## src/rtl/idma_desc64_ar_arb.sv

```systemverilog
// Round-robin arbiter sharing one AXI AR channel between NumCh desc64 fetch channels,
// with per-channel outstanding-read limiting. Define IDMA_DESC64_AR_ARB_PRIO_EN to add prio_i.
module idma_desc64_ar_arb #(
  parameter int unsigned NumCh          = 4,
  parameter int unsigned AddrWidth      = 64,
  parameter int unsigned IdWidth        = 2,
  parameter int unsigned DataWidth      = 64,
  parameter int unsigned DescSize       = 32,
  parameter int unsigned MaxOutstanding = 2
) (
  input  logic                       clk_i,
  input  logic                       rst_i,
`ifdef IDMA_DESC64_AR_ARB_PRIO_EN
  input  logic [NumCh-1:0]           prio_i,
`endif
  input  logic [NumCh*AddrWidth-1:0] req_addr_i,
  input  logic [NumCh-1:0]           req_valid_i,
  output logic [NumCh-1:0]           req_ready_o,
  output logic [AddrWidth-1:0]       ar_addr_o,
  output logic [IdWidth-1:0]         ar_id_o,
  output logic [7:0]                 ar_len_o,
  output logic [2:0]                 ar_size_o,
  output logic                       ar_valid_o,
  input  logic                       ar_ready_i,
  input  logic [IdWidth-1:0]         r_id_i,
  input  logic                       r_last_i,
  input  logic                       r_valid_i,
  input  logic                       r_ready_i,
  output logic [NumCh*3-1:0]         outstanding_o,
  output logic                       busy_o,
  output logic                       err_o
);

  localparam int unsigned BeatBytes = DataWidth / 8;
  localparam int unsigned SizeLog   = ($clog2(BeatBytes) < $clog2(DescSize)) ?
                                      $clog2(BeatBytes) : $clog2(DescSize);
  localparam logic [7:0]  ArLen     = 8'(DescSize / BeatBytes - 1);
  localparam logic [2:0]  ArSize    = 3'(SizeLog);

  typedef enum logic {IDLE, SEND} state_e;

  state_e                     state_q, state_d;
  logic [IdWidth-1:0]         rr_ptr_q, rr_ptr_d;
  logic [IdWidth-1:0]         id_q, id_d;
  logic [AddrWidth-1:0]       addr_q, addr_d;
  logic [NumCh-1:0][2:0]      cnt_q, cnt_d;
  logic                       err_q, err_d;

  logic [NumCh-1:0]           elig, cand, inc, dec;
  logic                       win_vld, ar_hs, r_last_hs;
  logic [IdWidth-1:0]         win_id;

  always_comb begin
    for (int c = 0; c < NumCh; c++) begin
      elig[c] = req_valid_i[c] && (cnt_q[c] < 3'(MaxOutstanding));
    end
  end

`ifdef IDMA_DESC64_AR_ARB_PRIO_EN
  assign cand = (|(elig & prio_i)) ? (elig & prio_i) : elig;
`else
  assign cand = elig;
`endif

  // Rotating scan: first pass from rr_ptr upward, second pass wraps to the low channels.
  always_comb begin
    win_vld = 1'b0;
    win_id  = '0;
    for (int c = 0; c < NumCh; c++) begin
      if (!win_vld && cand[c] && (c >= int'(rr_ptr_q))) begin
        win_vld = 1'b1;
        win_id  = IdWidth'(c);
      end
    end
    for (int c = 0; c < NumCh; c++) begin
      if (!win_vld && cand[c]) begin
        win_vld = 1'b1;
        win_id  = IdWidth'(c);
      end
    end
  end

  always_comb begin
    state_d     = state_q;
    rr_ptr_d    = rr_ptr_q;
    id_d        = id_q;
    addr_d      = addr_q;
    req_ready_o = '0;
    ar_hs       = 1'b0;
    unique case (state_q)
      IDLE: begin
        if (win_vld && !rst_i) begin
          for (int c = 0; c < NumCh; c++) begin
            if (IdWidth'(c) == win_id) begin
              req_ready_o[c] = 1'b1;
              addr_d         = req_addr_i[c*AddrWidth +: AddrWidth];
            end
          end
          id_d    = win_id;
          state_d = SEND;
        end
      end
      SEND: begin
        if (ar_ready_i) begin
          ar_hs    = 1'b1;
          rr_ptr_d = (id_q == IdWidth'(NumCh - 1)) ? '0 : id_q + IdWidth'(1);
          state_d  = IDLE;
        end
      end
      default: state_d = IDLE;
    endcase
  end

  assign r_last_hs = r_valid_i && r_ready_i && r_last_i && (32'(r_id_i) < NumCh);

  // A same-cycle issue and completion on one channel cancel out.
  always_comb begin
    inc   = '0;
    dec   = '0;
    cnt_d = cnt_q;
    err_d = err_q;
    for (int c = 0; c < NumCh; c++) begin
      inc[c] = ar_hs && (id_q == IdWidth'(c));
      dec[c] = r_last_hs && (r_id_i == IdWidth'(c));
      if (inc[c] && !dec[c]) begin
        cnt_d[c] = cnt_q[c] + 3'd1;
      end else if (dec[c] && !inc[c]) begin
        if (cnt_q[c] == 3'd0) err_d = 1'b1;
        else                  cnt_d[c] = cnt_q[c] - 3'd1;
      end
    end
  end

  always_ff @(posedge clk_i) begin
    if (rst_i) begin
      state_q  <= IDLE;
      rr_ptr_q <= '0;
      id_q     <= '0;
      addr_q   <= '0;
      cnt_q    <= '0;
      err_q    <= 1'b0;
    end else begin
      state_q  <= state_d;
      rr_ptr_q <= rr_ptr_d;
      id_q     <= id_d;
      addr_q   <= addr_d;
      cnt_q    <= cnt_d;
      err_q    <= err_d;
    end
  end

  assign ar_valid_o    = (state_q == SEND);
  assign ar_addr_o     = addr_q;
  assign ar_id_o       = id_q;
  assign ar_len_o      = ArLen;
  assign ar_size_o     = ArSize;
  assign outstanding_o = cnt_q;
  assign busy_o        = (state_q == SEND) || (|cnt_q);
  assign err_o         = err_q;

endmodule

```

## config.mk

```make
export PLATFORM = sky130hd
export DESIGN_NAME = idma_desc64_ar_arb
export DESIGN_NICKNAME = d
export VERILOG_FILES = /design/src/rtl/idma_desc64_ar_arb.sv
export SDC_FILE = /design/constraint.sdc
export NUM_CORES = 1
export LEC_CHECK = 0
export CAP_MARGIN = 40
export CORE_AREA = 3 3 139 141
export CTS_BUF_LIST = sky130_fd_sc_hd__clkbuf_4 sky130_fd_sc_hd__clkbuf_8 sky130_fd_sc_hd__clkbuf_16
export CTS_CLUSTER_SIZE = 10
export DETAILED_ROUTE_END_ITERATION = 10
export DIE_AREA = 0 0 142 144
export GPL_TIMING_DRIVEN = 0
export PLACE_DENSITY = 0.63
export SETUP_SLACK_MARGIN = 0.3
export SLEW_MARGIN = 5
export SYNTH_ARGS = -nofsm -noshare
export SYNTH_HDL_FRONTEND = slang
export SYNTH_SLANG_ARGS = --single-unit
```

## constraint.sdc

```tcl
create_clock -name clk_i -period 2.7 [get_ports clk_i]
set_input_delay 0.54 -clock clk_i [delete_from_list [all_inputs] [get_ports clk_i]]
set_output_delay 0.54 -clock clk_i [all_outputs]
set_load 0.1 [all_outputs]
```

==> impl_summary.md <==
Status
The run finished, with violations left. The checks that failed: setup timing.

STA
Setup violations remaining at the end of the flow were counted as 4. Setup repair after global routing could not meet its margin everywhere. The final-report hold violation count was 0. Based on the critical path, the design can be clocked at up to 0.336 GHz. The max-slew violation count was 0. The routed design could run at a clock period as short as 2980 ps. After routing, the total negative slack on setup checks comes to -939 ps. The slack of the critical path is -276 ps. The post-route clock skew is 5.97 ps.

The tightest slew margin relative to the limit is 23.9%. For the pin with the worst max-slew slack, the measured transition is 1140 ps. The final critical-path share of the clock period is 110%.

Setup path
The setup check on the worst reg-to-reg path leaves a slack of -230 ps. For the worst flop-to-flop path, the logic depth is 21. The setup path with the least slack is of type in -> reg. On the critical path the largest part of the delay comes from buffers and inverters.

STA classifies the critical path startpoint as a primary input. Traced cell by cell, the critical path runs through buf_2 > or3b_4 > buf_6 > nand4_1 > buf_4 > buf_4 > buf_4 > buf_4 > buf_4 > buf_4 > buf_4 > buf_4 > buf_4 > buf_4 > buf_4 > buf_4 > buf_4 > buf_6 > buf_4 > buf_4 > nor2_2 > nor3_1. The master of the slowest instance on the critical path is sky130_fd_sc_hd__or3b_4.

The endpoint identified for the worst register-to-register timing path is ar_valid_o. The largest incremental delay on the critical path is 230 ps. The critical path runs through a total of 22 cells.

The cell that appears most often on the critical path is sky130_fd_sc_hd__buf_4. The number of buffers and inverters on the critical path is 18. In this run the worst path has a maximum fanout of 4. The launching element of the worst setup path is req_valid_i[1]. The startpoint of the worst register-to-register path is outstanding_o[7]. The kind of capture point of the worst setup path is a flip-flop. The arrival time of the worst setup path is 3170 ps. The capture point of the worst path is ar_valid_o. The data required time at the worst endpoint is 2890 ps.

Power and ir drop
The leakage power is 4.76 nW. The power spent charging and discharging nets is 2.71 mW. The part of the total power dissipated in the clock network is 21.1%. The internal power contribution is 4.00 mW.

The power per cell area is 523 nW/µm². The maximum ir drop on the vdd rail is 0.373 mV. Sequential cells account for 22.0% of the total power. The share of total power in combinational logic is 56.9%. The fraction of power spent switching nets is 40.4%. The completed layout was analyzed and its total power is 6.72 mW.

Synth
For this run, the register share of the synthesized area comes to 31.8%. The unique cell type count in the Yosys netlist is 49. The number of synthesized flops with an enable pin is 0. The synthesized design contains 82 register bits. The most used flip-flop cell after synthesis is sky130_fd_sc_hd__dfxtp_1.

After synthesis, the mean cell area works out to 8.94 µm². After synthesis the cells add up to 5170 µm². Synthesis handed over a netlist of 578 instances. After synthesis, the share of flip-flops with an asynchronous set or reset is 0%.

The count of synthesis-stage warnings from yosys is 0.

Die
Measured along the y axis, the die boundary spans 144 µm. The floorplan die area is 20400 µm². The floorplan has 49 rows. The initial utilization of the core area, before any placement, comes to 28.6%. The core area is 18100 µm². The die boundary width is 142 µm. The I/O pin total is 364.

Clock tree
The sink count of the clock tree is 82. The clock-pin transition on the worst setup and hold timing paths is 60 ps. The cell at the root of the clock tree is sky130_fd_sc_hd__clkbuf_16. The number of clock buffers added by TritonCTS is 9. The H-tree generated during clock tree synthesis spans 3 levels. The clock latency of the later-clocked register in the worst-skew pair is 350 ps. The clock tree from TritonCTS is built.

The clock passes through at most 2 buffers. The count of hold buffers inserted by post-cts repair is 0.

GRT
The initial antenna violation count is 0. The largest net degree at the start of global routing is 14. After global routing the overflow that remains totals 0. Global routing used 27.5% of the available tracks across all layers.

The first global-routing pass estimated 43500 µm of wire. The via count of the first global-routing pass is 7509.

Place
The congestion estimate from routability-driven global placement came to 0.825. After legalization and detailed placement, the total HPWL measured 21800 µm. Timing analysis after detailed placement gives a worst setup slack of -1670 ps.

The number of buffers inserted by port buffering is 351.

Route
Summing over every cut layer, the via total after detailed routing is 7293. The total wire length after detailed routing is 30200 µm. The number of remaining DRC errors is 0. For this run, the detailed router's first-pass iteration total came to 5. Dividing the detail-routed wire length by the instance count gives 22.7 µm. In the routed layout, each cell is associated on average with a via count of 5.49. The count of routing violations after the opening detailed-route iteration is 301. The detail route stage leaves a number of antenna-violating nets equal to 0.

Run
Max-cap violations in this run came to 0.

Layout
After the last flow step, the layout net total stands at 1380. The share of the core filled with cells is 71.0%. The share of cells above drive strength 1 is 33.3%. In the layout the commonest cells are sky130_fd_sc_hd__clkdlybuf4s50_1 (342), sky130_fd_sc_hd__o22ai_1 (108), sky130_fd_sc_hd__dfxtp_1 (67). The count of fill cells added during filler insertion is 1289.

The area growth from synthesis to layout is 148%. Leaving out fill and tap cells, the most frequent cell in the layout is sky130_fd_sc_hd__clkdlybuf4s50_1.

Hold path
The worst min-delay path class is reg -> reg.
state kept, by name (all words and copies together), names as in the netlist:
name	cells
ar_addr_o	64
ar_id_o	2
rr_ptr_q	2
outstanding_o	12
err_o	1
ar_valid_o	1
how the worst min path moves through the flow:
stage                             to  cells past startpoint        startpoint  slack, ps
floorplan                rr_ptr_q[0]                      2       rr_ptr_q[0]        530
global placement    outstanding_o[4]                      2  outstanding_o[4]        510
detailed placement  outstanding_o[4]                      2  outstanding_o[4]        510
CTS                       ar_id_o[0]                      2        ar_id_o[0]        520
global route              ar_id_o[0]                      2        ar_id_o[0]        550
finish                    ar_id_o[1]                      2        ar_id_o[1]        520
worst min-delay path, cell delays in order, from the launching register on:
cell,delay [ps]
sky130_fd_sc_hd__dfxtp_2,360
sky130_fd_sc_hd__nand2_1,70
sky130_fd_sc_hd__a21oi_1,60
layout make-up:
cell class / count / area (µm²) / share of cell area [%]
tap: 229 / 287 / 2.23
clock inverter: 2 / 60.1 / 0.468
antenna: 1 / 2.50 / 0.0195
buffer: 75 / 639 / 4.98
sequential: 82 / 1680 / 13.1
timing repair buffer: 498 / 5950 / 46.4
multi-input combinational: 411 / 3870 / 30.2
inverter: 19 / 71.3 / 0.556
clock buffer: 12 / 272 / 2.12
repair_timing:
action | CTS | global route
buffers inserted | 48 | 12
setup endpoints to repair | 75 | 74
pin swaps | 52 | 27
gates cloned | 5 | 2
resized for setup | 126 | 105
power by group through the flow:
stage                     Clock (mW)  Combinational (mW)  Sequential [mW]
after global placement             0                2.68             1.49
after detailed placement           0                3.40             1.50
after CTS                       1.43                3.63             1.47
final                           1.42                3.82             1.48
after floorplan                    0               0.798             2.46
after global routing            1.48                3.95             1.49
cell usage after synthesis, types with 5 or more instances:
cell / n / area [µm²]
sky130_fd_sc_hd__a211oi_1: 20 / 150
sky130_fd_sc_hd__a21oi_1: 17 / 85.1
sky130_fd_sc_hd__a221oi_1: 17 / 149
sky130_fd_sc_hd__a22oi_1: 61 / 458
sky130_fd_sc_hd__buf_2: 12 / 60.1
sky130_fd_sc_hd__buf_4: 12 / 90.1
sky130_fd_sc_hd__buf_6: 5 / 56.3
sky130_fd_sc_hd__clkbuf_1: 42 / 158
sky130_fd_sc_hd__dfxtp_1: 82 / 1640
sky130_fd_sc_hd__ha_1: 12 / 150
sky130_fd_sc_hd__inv_1: 19 / 71.3
sky130_fd_sc_hd__nand2_1: 26 / 97.6
sky130_fd_sc_hd__nor2_1: 16 / 60.1
sky130_fd_sc_hd__nor3_1: 11 / 55.1
sky130_fd_sc_hd__nor4_1: 6 / 37.5
sky130_fd_sc_hd__o22ai_1: 112 / 701
sky130_fd_sc_hd__o32ai_1: 17 / 149
sky130_fd_sc_hd__o32ai_2: 30 / 488
cells by family (layout without fill, tap and decap cells):
| group | Yosys count | after routing | share of synthesized area (%) |
|---|---|---|---|
| fa+ha+maj | 16 | 16 | 4.45 |
| other cells | 2 | 12 | 0.145 |
| buf+inv | 94 | 606 | 8.71 |
| xor+xnor | 8 | 8 | 1.36 |
| flops | 82 | 82 | 31.8 |
| compound gates | 287 | 287 | 44.5 |
| simple gates | 89 | 89 | 9.12 |
per-layer routing:
| layer | vias to the layer above | wire length [µm] | GRT usage, % | share of wire [%] |
|---|---|---|---|---|
| met4 | 0 | 908 | 9.34 | 3.0 |
| met5 | - | 0 | 0 | 0 |
| li1 | 3383 | - | - | - |
| met1 | 3524 | 11800 | 32.4 | 39 |
| met2 | 327 | 15400 | 48.1 | 51 |
| met3 | 59 | 2010 | 7.57 | 6.7 |
metrics by stage:
stage / cell area, µm² / std cells / hold slack, ps
2_1_floorplan: 5340 / 587 / 528
3_3_place_gp: 9140 / 1167 / 506
3_5_place_dp: 10900 / 1252 / 507
4_1_cts: 12200 / 1314 / 524
5_1_grt: 12800 / 1328 / 550
6_report: 12800 / 1329 / 524
Power figures use the tool's default switching activity.
